[config.mk]
export PLATFORM = sky130hd
export DESIGN_NAME = idex_ctrl_pipe
export DESIGN_NICKNAME = d
export VERILOG_FILES = /design/src/rtl/idex_ctrl_pipe.sv
export SDC_FILE = /design/constraint.sdc
export NUM_CORES = 1
export LEC_CHECK = 0
export CORE_MARGIN = 2
export CORE_UTILIZATION = 35
export DETAILED_ROUTE_END_ITERATION = 8
export GPL_TIMING_DRIVEN = 1
export PLACE_DENSITY = 0.76
export SLEW_MARGIN = 20
export SYNTH_ARGS = -nofsm -noshare
export SYNTH_HDL_FRONTEND = slang
export SYNTH_SLANG_ARGS = --single-unit
[constraint.sdc]
create_clock -name clk_i -period 1.4 [get_ports clk_i]
set_input_delay 0.14 -clock clk_i [delete_from_list [all_inputs] [get_ports clk_i]]
set_output_delay 0.14 -clock clk_i [all_outputs]
set_load 0.005 [all_outputs]
[src/rtl/idex_ctrl_pipe.sv]
// idex_ctrl_pipe: ID/EX control-word register with programmable hazard bubble insertion.
// Optional bubble statistics counter (bubble_cnt_o) enabled by defining IDEX_STATS_EN.
module idex_ctrl_pipe #(
  parameter int WB_W = 2,
  parameter int MEM_W = 3,
  parameter int EX_W = 4,
  parameter int BUBBLE_CYCLES = 1,
  parameter int CNT_W = 16
) (
  input  logic clk_i,
  input  logic rst_i,
  input  logic [WB_W+MEM_W+EX_W-1:0] ctrl_i,
  input  logic valid_i,
  input  logic hd_i,
  input  logic stall_i,
  input  logic flush_i,
  output logic [WB_W-1:0] wb_o,
  output logic [MEM_W-1:0] mem_o,
  output logic [EX_W-1:0] ex_o,
  output logic valid_o,
  output logic bubble_o,
  output logic busy_o
`ifdef IDEX_STATS_EN
  ,output logic [CNT_W-1:0] bubble_cnt_o
`endif
);
  localparam int TOP = WB_W+MEM_W+EX_W-1;
  localparam int BW = $clog2(BUBBLE_CYCLES+1);
  typedef enum logic {IDLE, BUBBLE} state_t;
  state_t state;
  logic [BW-1:0] bcnt;
  logic ins;
  assign ins = ~flush_i & ~stall_i & ((state == BUBBLE) | (hd_i & valid_i));
  assign busy_o = ~flush_i & ((state == BUBBLE) | (hd_i & valid_i & ~stall_i));
  // Control-word register and bubble sequencer: flush kills, stall holds, hazard inserts bubbles.
  always_ff @(posedge clk_i) begin
    if (rst_i || flush_i) begin
      state <= IDLE;
      bcnt <= '0;
      wb_o <= '0;
      mem_o <= '0;
      ex_o <= '0;
      valid_o <= 1'b0;
      bubble_o <= 1'b0;
    end else if (!stall_i) begin
      if (ins) begin
        wb_o <= '0;
        mem_o <= '0;
        ex_o <= '0;
        valid_o <= 1'b0;
        bubble_o <= 1'b1;
        if (state == IDLE) begin
          if (BUBBLE_CYCLES > 1) begin
            state <= BUBBLE;
            bcnt <= BW'(BUBBLE_CYCLES-1);
          end
        end else begin
          bcnt <= bcnt - 1'b1;
          if (bcnt == BW'(1)) state <= IDLE;
        end
      end else begin
        wb_o <= ctrl_i[TOP:MEM_W+EX_W];
        mem_o <= ctrl_i[MEM_W+EX_W-1:EX_W];
        ex_o <= ctrl_i[EX_W-1:0];
        valid_o <= valid_i;
        bubble_o <= 1'b0;
      end
    end
  end
`ifdef IDEX_STATS_EN
  // Saturating count of inserted bubbles; survives flush, cleared only by reset.
  always_ff @(posedge clk_i) begin
    if (rst_i) bubble_cnt_o <= '0;
    else if (ins && !(&bubble_cnt_o)) bubble_cnt_o <= bubble_cnt_o + 1'b1;
  end
`else
  logic [CNT_W-1:0] unused_cnt;
  assign unused_cnt = '0;
`endif
endmodule

* Yosys cells after proc, flatten, opt, wreduce, memory -nomap -nowiden
Index checks and enable logic that the tools add are counted.
** Word-level totals
- Register bits :: 13
- Input port bits :: 15
- Output and inout port bits :: 12
- Word-level logic and storage cells :: 27
** Cells by class
- $add $sub $neg :: 1
- Multiplexer cells :: 7
- Bitwise gates (word level) :: 9
- Reduce and logical (&&, ||, !) cells :: 3
** Operators with widths (count)
- AND 1 bit :: 5
- two-way mux 1 bit :: 4
- two-way mux 4 bit :: 1
- two-way mux 3 bit :: 1
- AND reduction 3 bit :: 1
- two-way mux 2 bit :: 1
- inverter 1 bit :: 2
- bitwise OR 1 bit :: 2
- AND reduction 2 bit :: 1
- logical OR 1 bit :: 1
- subtractor 1 bit (second input constant) :: 1

* Longest topological paths before layout
Gate-level depths: netlist (run 1).
- Word-level depth :: 4
- Depth in mapped cells :: 3
- Mapped depth without buffers :: 3

* Least setup slack after synthesis (run 1)
OpenSTA, ideal clock, no wires.
- Kind :: register to register
- From :: reg state
- To :: reg ex_o[0]
- Library setup time :: 0.060 ns
- Data arrival time :: 0.988 ns
- Required time :: 1.340 ns
- Slack :: 0.352 ns
- Stages on the path, launching flop included :: 4
- Path buffers :: 0
- Period minus slack after synthesis :: 1.048 ns
- Cell sequence :: dfxtp_1 > a21o_1 > nor4_4 > a22o_1
** Between the ends
- Cells in the longest elaborated chain, start to end :: 3
** RTL lines
- from (decl) :: RTL line 30 : state_t state;
- from (signal assigned) :: RTL line 38 : state <= IDLE;
- from (signal assigned) :: RTL line 54 : state <= BUBBLE;
- from (signal assigned) :: RTL line 59 : if (bcnt == BW'(1)) state <= IDLE;
- bitwise OR 1 bit :: RTL line 33 : assign ins = ~flush_i & ~stall_i & ((state == BUBBLE) | (hd_i & valid_i));
- AND 1 bit :: RTL line 33
- two-way mux 4 bit :: RTL line 46 : if (ins) begin
- to (signal assigned) :: RTL line 64 : ex_o <= ctrl_i[EX_W-1:0];
- to (decl) :: RTL line 19 : output logic [EX_W-1:0] ex_o,
Every way passes these cells.
A chain may end at the register's enable or synchronous reset.

* Worst setup path after layout (run 1)
- From :: in stall_i
- To :: out busy_o
** Between the ends
- Cells in the longest elaborated chain, start to end :: 4
** RTL lines
- from (decl) :: RTL line 15 : input logic stall_i,
- inverter 1 bit :: RTL line 34 : assign busy_o = ~flush_i & ((state == BUBBLE) | (hd_i & valid_i & ~stall_i));
- AND 1 bit :: RTL line 34
- bitwise OR 1 bit :: RTL line 34
- AND 1 bit :: RTL line 34
- to (decl) :: RTL line 22 : output logic busy_o
Every way passes these cells.

==> summary.txt, run 1 <==
Finish
  – Nets: between 90 and 100
  – Area Growth Syn to Fin: 72.37%
  – Most common library cell in the layout ignoring fill and taps: clkdlybuf4s50_1
  – Final core utilization: a little under two thirds
  – Most frequent cells in the layout: 24 x clkdlybuf4s50_1, 13 x dfxtp_1, 9 x a22o_1
  – Ant. Diodes: 0
  – Fillers: 114
  – Fraction of layout cells with a size suffix above 1: about 17%

Drt
  – Via count: 446
  – Highest routed layer: met4
  – Drt first pass iters: 2
  – DR iter-0 viols: 5
  – ANT nets after route: 0
  – Via/cell ratio: between 4 and 5
  – Met2 WL post-DR: between 500 and 600 um
  – Wire per inst: roughly 12 um
  – M1 WL: 480 um
  – Met3 wire len: approximately 86 um
  – Routed WL: 1112 um
  – Post-route DRC: 0

Floorplan
  – DIE AREA: roughly 1700 um2
  – Initial Utilization: approximately 37%
  – Core Area: ~1300 um2
  – Die H: between 40 and 50 um
  – Io pins: 27
  – # rows: 13
  – Die X: a little over 40 um

Worst setup path
  – Crit Path Class: input port to output port
  – Endpoint class of the critical path: output port
  – Crit-path max FO: 2
  – CP Launch Type: input port
  – Required @ worst endpoint: between 1000 and 1500 ps
  – WP data arrival: 1120 ps

Clock tree
  – Clk slew on worst S/H paths: around 70 ps
  – Clock buffer depth: 2
  – Htree depth: 1
  – Clock Sinks: 13
  – Buffer count from post-CTS setup fixing: 0
  – CTS tree: built
  – Root Buffer: clkbuf_4
  – Num CTS Buffers: 3
  – Worst skew pair latency: roughly 260 ps
  – Post-CTS Hold Buffers: 0

Global routing
  – Pin count of the biggest net entering global routing: 10
  – Vias in the first global route: about 400
  – Initial antenna violation count: 0
  – First-pass GRT wire length: approximately 1700 um
  – Gr ovfl total: 0
  – Total track usage: between 10% and 20%

Status
  – Outcome: finished, final reports clean

Place
  – I/O Buffers: 26
  – Gp weighted congestion: just over 0.7
  – HPWL after DPL: roughly 860 um

Synthesis
  – Netlist Area Pre-Place: ~480 um2
  – Synth Instances: 39
  – Synth cell types: 17
  – Post-synthesis sequential area ratio: between 50% and 60%
  – Post-Syn Nets: between 50 and 60
  – Mapped Avg Cell Area: between 10 and 15 um2
  – Yosys reg bits: 13
  – Synth warnings: 0

STA
  – Max-slew headroom: between 60% and 70%
  – Tmin final: ~1300 ps
  – Peak Freq: 793.0 MHz
  – Worst Tran Pin Value: approximately 470 ps
  – Clk_skew: between 2 and 2.5 ps
  – Setup-failing EPs final: 0
  – Fin. Hold Viols: 0
  – Max-slew violations: 0
  – Hold Slack: slightly below 400 ps
  – Fin crit share: around nine tenths
  – RSZ-0062 raised after global routing: no

Run
  – MaxCap Viol Count: 0

Power and ir drop
  – PwrDens: 861.9 nW/um2
  – Peak VDD IR: slightly below 600 uV
  – Leakage power: ~0.32 nW

Hold path
  – Min-delay worst type: input port to register
[final cells by class]
cell class | instances | area [um2] | share of cell area, %
well taps | 15 | 18.77 | 2.290
repair buffers | 33 | 310.3 | 37.86
clock buffers | 4 | 26.28 | 3.206
inverters | 2 | 7.507 | 0.9160
multi-input cells | 23 | 196.4 | 23.97
flip-flops and latches | 13 | 260.3 | 31.76
[sequential cells by signal, indices dropped and copies added, names as in the netlist]
register and count:
mem_o 3, wb_o 2, valid_o 1, bcnt 1, state 1, ex_o 4, bubble_o 1
[cell usage after synthesis]
cell type	n	share of area, %
a2111oi_0	1	1.8
a21o_1	1	1.6
a21oi_1	1	1.1
a22o_1	9	17
a31oi_1	1	1.3
buf_6	1	2.4
dfxtp_1	13	55
inv_1	1	0.79
inv_2	1	0.79
mux2i_1	1	2.1
nor2_1	1	0.79
nor2b_1	1	1.3
nor3_1	3	3.2
nor3_4	1	3.4
nor4_4	1	4.5
nor4b_1	1	1.8
xnor2_1	1	1.8
[stage by stage]
step | TNS (ps) | setup WS, ps | cell area [um2] | cells | total power, W
6_report | 0 | 139.0 | 819.5 | 90 | 0.0007064
5_1_grt | 0 | 67.30 | 819.5 | 90 | 0.0007422
4_1_cts | 0 | 135.2 | 819.5 | 90 | 0.0007168
3_5_place_dp | -570.0 | -68.29 | 795.8 | 86 | 0.0005028
3_3_place_gp | -405.5 | -62.04 | 795.8 | 86 | 0.0005011
2_1_floorplan | 0 | 352.0 | 475.5 | 39 | 0.0004217
[repair_timing]
item / 4_1_cts / 5_1_grt
endpoints found under the setup margin: 1 / 0
gates resized for setup: 2 / 0
endpoints found under the hold margin: 0 / 0
[where the power goes]
| part | internal (W) | switching, W |
|---|---|---|
| combinational | 0.0000727 | 0.0000372 |
| clock | 0.000110 | 0.000104 |
| sequential | 0.000378 | 0.00000468 |
| total | 0.000561 | 0.000146 |
[per-layer routing]
metal,up-vias,track usage [%]
li1,220,-
met1,203,18.86
met2,21,26.56
met3,2,3.261
met4,0,7.500
met5,-,0
[critical path: stages]
cell and delay [ps]:
clkdlybuf4s50_1 500, inv_2 50, a31oi_1 130, nor2_1 50, dlygate4sd2_1 250
[path summary, 6_finish.rpt]
check	from	to	slack (ps)	depth (start not counted)
setup / recovery	stall_i	busy_o	140	5
hold / removal	hd_i	valid_o	400	4
setup reg to reg	state	wb_o[1]	300	4
hold reg to reg	ex_o[0]	ex_o[0]	480	1
[cells by family after synthesis]
group	share of synthesized area, %
muxes	2.105
xor gates and xnor gates	1.842
AOI/OAI and AO/OA	22.37
and+or+nand+nor	15.00
buffers and inverters	3.946
DFF	54.74
No activity file was read; power rests on OpenSTA's default activity.
==> inputs of run 2 (changes only) <==
Settings changed: ABC_AREA set to 1, CORE_UTILIZATION 35 to 40, PLACE_DENSITY 0.76 to 0.78.
==> run 2 against run 1 <==
Clock power increased by 3%. Clock skew about the same. Via count increased by 32%. Register-to-register slack improved by 50 ps. Count of clock-buffer cells in the layout unchanged. Largest cell class unchanged.
==> summary.txt, run 2 <==
Status
  – Outcome: finished, final reports clean

Clock tree
  – Clock Sinks: 13
  – Worst skew pair latency: 260 ps
  – Clock buffer depth: 2
  – Buffer count from post-CTS setup fixing: 0
  – Htree depth: 1
  – Num CTS Buffers: 3
  – Post-CTS Hold Buffers: 0
  – CTS tree: built
  – Root Buffer: clkbuf_4
  – Clk slew on worst S/H paths: 80 ps

Synthesis
  – Synth warnings: 0
  – Synth Area in Compound Gates: 18.25%
  – Adder-cell share of the synthesized area: 0%
  – Largest family of logic cells by synthesized area: simple AND/OR/NAND/NOR gates
  – Post-synthesis sequential area ratio: 41.27%
  – Post-synth top area share: 41.27%
  – Mux share of post-synthesis cell area: 0%
  – Area contributors post-synth: dfxtp_1 41%, a21oi_2 14%, nand2_2 9.9%, nand2_1 8.9%, nor2_1 7.1%
  – Netlist Area Pre-Place: about 630 um2
  – Most frequent cell after synthesis: nand2_1
  – Post-synthesis xor/xnor area fraction: 0%
  – Yosys reg bits: 13
  – Mapped Avg Cell Area: 7.507 um2
  – Yosys top cell by area: dfxtp_1
  – Synth Instances: 84
  – Post-Syn Nets: just under 100
  – Synth cell types: 13
  – Commonest cells in the synthesized netlist: 15 x nand2_1, 13 x dfxtp_1, 12 x nor2_1, 11 x inv_1
  – Async SR Flop Fraction: 0%
  – Post-synth EDFFs: 0
  – Synth Area in Simple Gates: 28.57%
  – Ys flop type: dfxtp_1

Drt
  – ANT nets after route: 0
  – Via count: 590
  – DR iter-0 viols: 11
  – Wire per inst: 10.66 um
  – Drt first pass iters: 3
  – Routed WL: 1397 um
  – Via/cell ratio: 4.504
  – Post-route DRC: 0

Worst setup path
  – CP top delay family: buffers and inverters
  – Crit-path cells: clkdlybuf4s50_1
  – CP Launch Type: register
  – Endpoint class of the critical path: output port
  – Critical path's slowest cell: clkdlybuf4s50_1
  – Crit path largest cell delay: 500 ps
  – Crit-path max FO: 2
  – WP data arrival: 1110 ps
  – R2r setup slk: about 350 ps
  – Buffers and inverters on the worst path: 1
  – Required @ worst endpoint: between 1000 and 1500 ps
  – Crit Path Class: register to output port

Finish
  – Largest registers: ex_o (4), mem_o (3), wb_o (2)
  – Area Growth Syn to Fin: 50.40%
  – Ant. Diodes: 0
  – Nets: roughly 130
  – Most flop-heavy register: ex_o
  – Fillers: 141
  – Most common library cell in the layout ignoring fill and taps: clkdlybuf4s50_1
  – Max reg flops: 4
  – Final core utilization: 63.70%
  – Most frequent cells in the layout: 25 x clkdlybuf4s50_1, 15 x nand2_1, 12 x nor2_1, 12 x dfxtp_1, 11 x inv_1
  – Fraction of layout cells with a size suffix above 1: between 20% and 30%

Floorplan
  – # rows: 14
  – DIE AREA: ~1900 um2
  – Die H: roughly 44 um
  – Die X: approximately 44 um
  – Initial Utilization: a little over two fifths
  – Core Area: 1489 um2
  – Io pins: 27

STA
  – Tmin final: approximately 1300 ps
  – Worst Tran Pin Value: ~320 ps
  – Fin. Hold Viols: 0
  – Clk_skew: ~2.5 ps
  – Peak Freq: 799.3 MHz
  – Hold Slack: between 400 and 500 ps
  – Max-slew headroom: 78.73%
  – Fin crit share: between 80% and 90%
  – RSZ-0062 raised after global routing: no
  – Setup-failing EPs final: 0
  – Max-slew violations: 0

Power and ir drop
  – Leakage power: roughly 0.39 nW
  – PwrDens: about 800 nW/um2
  – Peak VDD IR: roughly 460 uV

Place
  – I/O Buffers: 26
  – Gp weighted congestion: approximately 0.82
  – HPWL after DPL: approximately 1000 um

Global routing
  – First-pass GRT wire length: 2394 um
  – Vias in the first global route: between 500 and 600
  – Gr ovfl total: 0
  – Pin count of the biggest net entering global routing: 22
  – Initial antenna violation count: 0
  – Total track usage: 16.74%

Run
  – MaxCap Viol Count: 0

Hold path
  – Min-delay worst type: register to register
==> run 2: cell types whose count changed in the layout (fill, tap and decap cells not counted), sizes merged, moves of 2 or more <==
| cell | previous run | this run |
|---|---|---|
| buf | 7 | 5 |
| nand2 | 0 | 25 |
| a22o | 9 | 0 |
| inv | 2 | 13 |
| nand3 | 0 | 2 |
| nor3 | 4 | 0 |
| nor2 | 1 | 13 |
| a21oi | 1 | 13 |
==> run 2: what timing repair did <==
action,CTS,global route
hold endpoints to repair,0,0
gates resized for setup,2,0
endpoints found under the setup margin,1,0
==> run 2: layout make-up <==
cell class	instances	area, um2	area share, %
Clock buffer	4	26.28	2.770
Inverter	13	48.80	5.145
Multi-Input combinational cell	54	295.3	31.13
Sequential cell	13	261.5	27.57
Tap cell	16	20.02	2.111
Timing Repair Buffer	31	296.5	31.27
==> run 2: metal layers <==
metal	up-vias	routed length [um]	GRT usage, %
met5	-	0	0
met4	0	19	7.273
met3	2	54	2.500
met2	14	700	31.18
met1	259	623	18.44
li1	315	-	-
==> run 2: report_power, final <==
part / total [W] / internal (W) / switching [W]
Clock: 0.000221 / 0.000110 / 0.000111
Sequential: 0.000383 / 0.000379 / 0.00000442
Combinational: 0.000140 / 0.0000794 / 0.0000606
Total: 0.000744 / 0.000568 / 0.000176
==> run 2: metrics by stage <==
stage | setup WS (ps) | area, um2 | total power, W | setup TNS (ps) | std cells
global placement | -56.27 | 922.1 | 0.0005296 | -56.27 | 127
global route | 78.95 | 948.4 | 0.0007918 | 0 | 131
CTS | 136.9 | 948.4 | 0.0007571 | 0 | 131
detailed placement | -104.9 | 922.1 | 0.0005326 | -104.9 | 127
floorplan | 528.1 | 630.6 | 0.0004558 | 0 | 84
finish | 148.9 | 948.4 | 0.0007441 | 0 | 131
==> run 2: final timing paths <==
kind / startpoint / cells after the start / endpoint
setup / recovery: valid_o / 1 / valid_o
hold reg to reg: bubble_o / 2 / bubble_o
hold / removal: bubble_o / 2 / bubble_o
setup reg to reg: state / 5 / valid_o
==> run 2: cell families after synthesis <==
logic type      after synthesis
simple gates                 40
buf+inv                      17
compound gates               14
flops                        13
==> patch: new RTL, config.mk and constraints of run 1 <==
Add a define of `IDEX_STATS_EN`.
--- a/src/rtl/idex_ctrl_pipe.sv
+++ b/src/rtl/idex_ctrl_pipe.sv
@@ -1,5 +1,7 @@
 // idex_ctrl_pipe: ID/EX control-word register with programmable hazard bubble insertion.
 // Optional bubble statistics counter (bubble_cnt_o) enabled by defining IDEX_STATS_EN.
+`define IDEX_STATS_EN
+
 module idex_ctrl_pipe #(
   parameter int WB_W = 2,
   parameter int MEM_W = 3,
Check against the original RTL (old outputs only; new: bubble_cnt_o): equivalent (equiv_simple and equiv_induct, registers matched by name and starting in step).
==> patch against run 1 <==
The run now ends with negative setup slack left. Maximum frequency decreased by 27%. Die area rose to 2.6 times the old value. Critical path depth is the same. Sequential cell count rose by 16. Final area rose to 3.2 times the old value. Area after synthesis rose to 2.8 times the old value. Routed wire length grew to 4.3 times the old value. Worst hold slack got worse by 0.059 ns. Setup slack worse by 0.47 ns. Total power grew to 2.7 times the old value. Largest power group is now clock. Highest routed layer unchanged.
==> patch: results (changes against run 1) <==
Timing
  – Clock skew: 0.006195 ns (+0.003775 ns)
  – Final setup vio count: 15 (+15)
  – PnR worst setup slack: -0.3294 ns (-0.4684 ns)
  – Rel. slew slack: 77.79% (+9.8 points)
  – Setup TNS: -2.774 ns (-2.774 ns)

Critical path
  – CP delay by family, top: compound AO/OA/AOI/OAI gates
  – Arr. time, crit path: 1.91 ns (+0.79 ns)
  – R2R Path Start: bubble_cnt_o[9]
  – Largest stage delay on the critical path: 0.35 ns (-0.15 ns)
  – Crit path max-delay cell type: or3_4
  – FF-to-FF path depth: 5 (+1)
  – CP max FO: 4 (+2)
  – R2r endpoint: bubble_cnt_o[15]

Place
  – Placed instance count: 282 (+230%)
  – Post-place instance area: 2173 sq um (+170%)
  – GPL Wtd Cong: 0.7625 (+5.6%)
  – Dpl hpwl: 2810 um (+230%)
  – Buffers on Ports: 42 (+62%)

Drt
  – Drt first pass iters: 4 (+2)
  – DR iter-0 viols: 58 (+53)
  – Vias: 1648 (+270%)
  – WL final: 4794 um (+330%)

Logic synthesis
  – Synth Flop Type: dfxtp_1
  – Adder-Cell Fraction of Synth Area: 0.9407% (+0.94 points)
  – Sequential fraction of the synthesis area: 43.65% (-11 points)
  – Synth top cells by count: 29 x dfxtp_1, 25 x a21oi_1, 16 x nand2_1, 13 x nand3_1
  – Post-Synth XOR/XNOR Area: 0% (-1.8 points)
  – Async set-reset flop share out of synthesis: 0% (unchanged)
  – Post-synthesis compound-gate area fraction: 17.31% (-5.1 points)
  – Ranking of synthesized cells by area: dfxtp_1 44%, a21oi_1 9.4%, nand3_1 4.9%
  – Post-synth cell types: 32 (+15)
  – Syn nets: 176 (+230%)
  – Mux cell area share after synthesis: 1.693% (-0.41 points)
  – Mean Syn Cell Area: 8.313 sq um (-32%)

Hold path
  – Hold depth: 4 (unchanged)
  – Worst hold path endpoint: valid_o
  – Hold_sp: valid_i

Clock tree
  – Total number of H-tree levels: 2 (+1)
  – Root Buffer: clkbuf_8
  – Worst-Skew Late Latency: 0.29 ns (+0.03 ns)
  – CTS Buf Count: 5 (+2)
  – CTS tree: yes

Power and ir drop
  – Top pwr grp: clock
  – Combinational Power: 0.000165 W (+50%)
  – Reg power frac: 44.2% (-10 points)
  – Internal: 0.001446 W (+160%)
  – Leak pwr: 1.154 nW (+260%)
  – Switching Share: 23.09% (+2.5 points)
  – Max VDD drop: 0.6704 mV (+14%)

Status
  – Status: complete, but fails checks
  – Failing checks: negative setup slack

Global routing
  – Total track usage: 21.23% (+5.4 points)
  – Largest net degree at the start of global routing: 14 (+4)

Layout
  – Nets: 272 (+200%)
  – Fillcell total: 258 (+130%)
  – Register area: 616.8 sq um (+140%)
  – Largest regs: bubble_cnt_o (16), ex_o (4), mem_o (3)
  – Share of layout cells above drive strength 1: 46.69% (+29 points)
  – Non-filler cells, final: 305 (+240%)
-- patch: per-stage QoR --
stage,hold WS (ns),setup WS [ns]
global placement,0.4374,-0.5973
floorplan,0.2805,-0.2996
finish,0.3363,-0.3294
detailed placement,0.4457,-0.6281
CTS,0.4201,-0.2791
global route,0.3527,-0.3538
-- patch: worst max path at each step --
stage	startpoint	to	slack (ns)	cells past startpoint
finish	bubble_cnt_o[9]	bubble_cnt_o[15]	-0.33	5
global route	bubble_cnt_o[8]	bubble_cnt_o[15]	-0.35	5
CTS	bubble_cnt_o[0]	bubble_cnt_o[13]	-0.28	4
detailed placement	stall_i	bubble_cnt_o[10]	-0.63	5
global placement	stall_i	bubble_cnt_o[10]	-0.60	5
floorplan	bubble_cnt_o[0]	bubble_cnt_o[10]	-0.30	6
-- patch: worst min-delay path: stages --
cell	delay [ns]
dlymetal6s2s_1	0.16
buf_4	0.16
nand3_1	0.07
a21oi_1	0.06
-- patch: what timing repair did --
action	4_1_cts	5_1_grt
resized for setup	19	43
setup endpoints to repair	29	29
hold endpoints to repair	0	0
cloned	1	0
setup buffers	8	6
pin swaps	9	10
-- patch: layer usage --
metal / global-route usage, % / routed length (um) / vias up
met1: 23.54 / 1871 / 793
met2: 35.23 / 2564 / 60
met3: 8.048 / 308 / 5
li1: - / - / 790
met4: 10.68 / 49 / 0
met5: 0 / 0 / -
-- patch: cell type report --
class                      count  area share [%]
timing repair buffer          97           33.69
clock inverter                 3           1.775
multi-input combinational    118           35.22
inverter                       5          0.7198
clock buffer                   5           2.639
sequential                    29           23.66
tap                           48           2.303
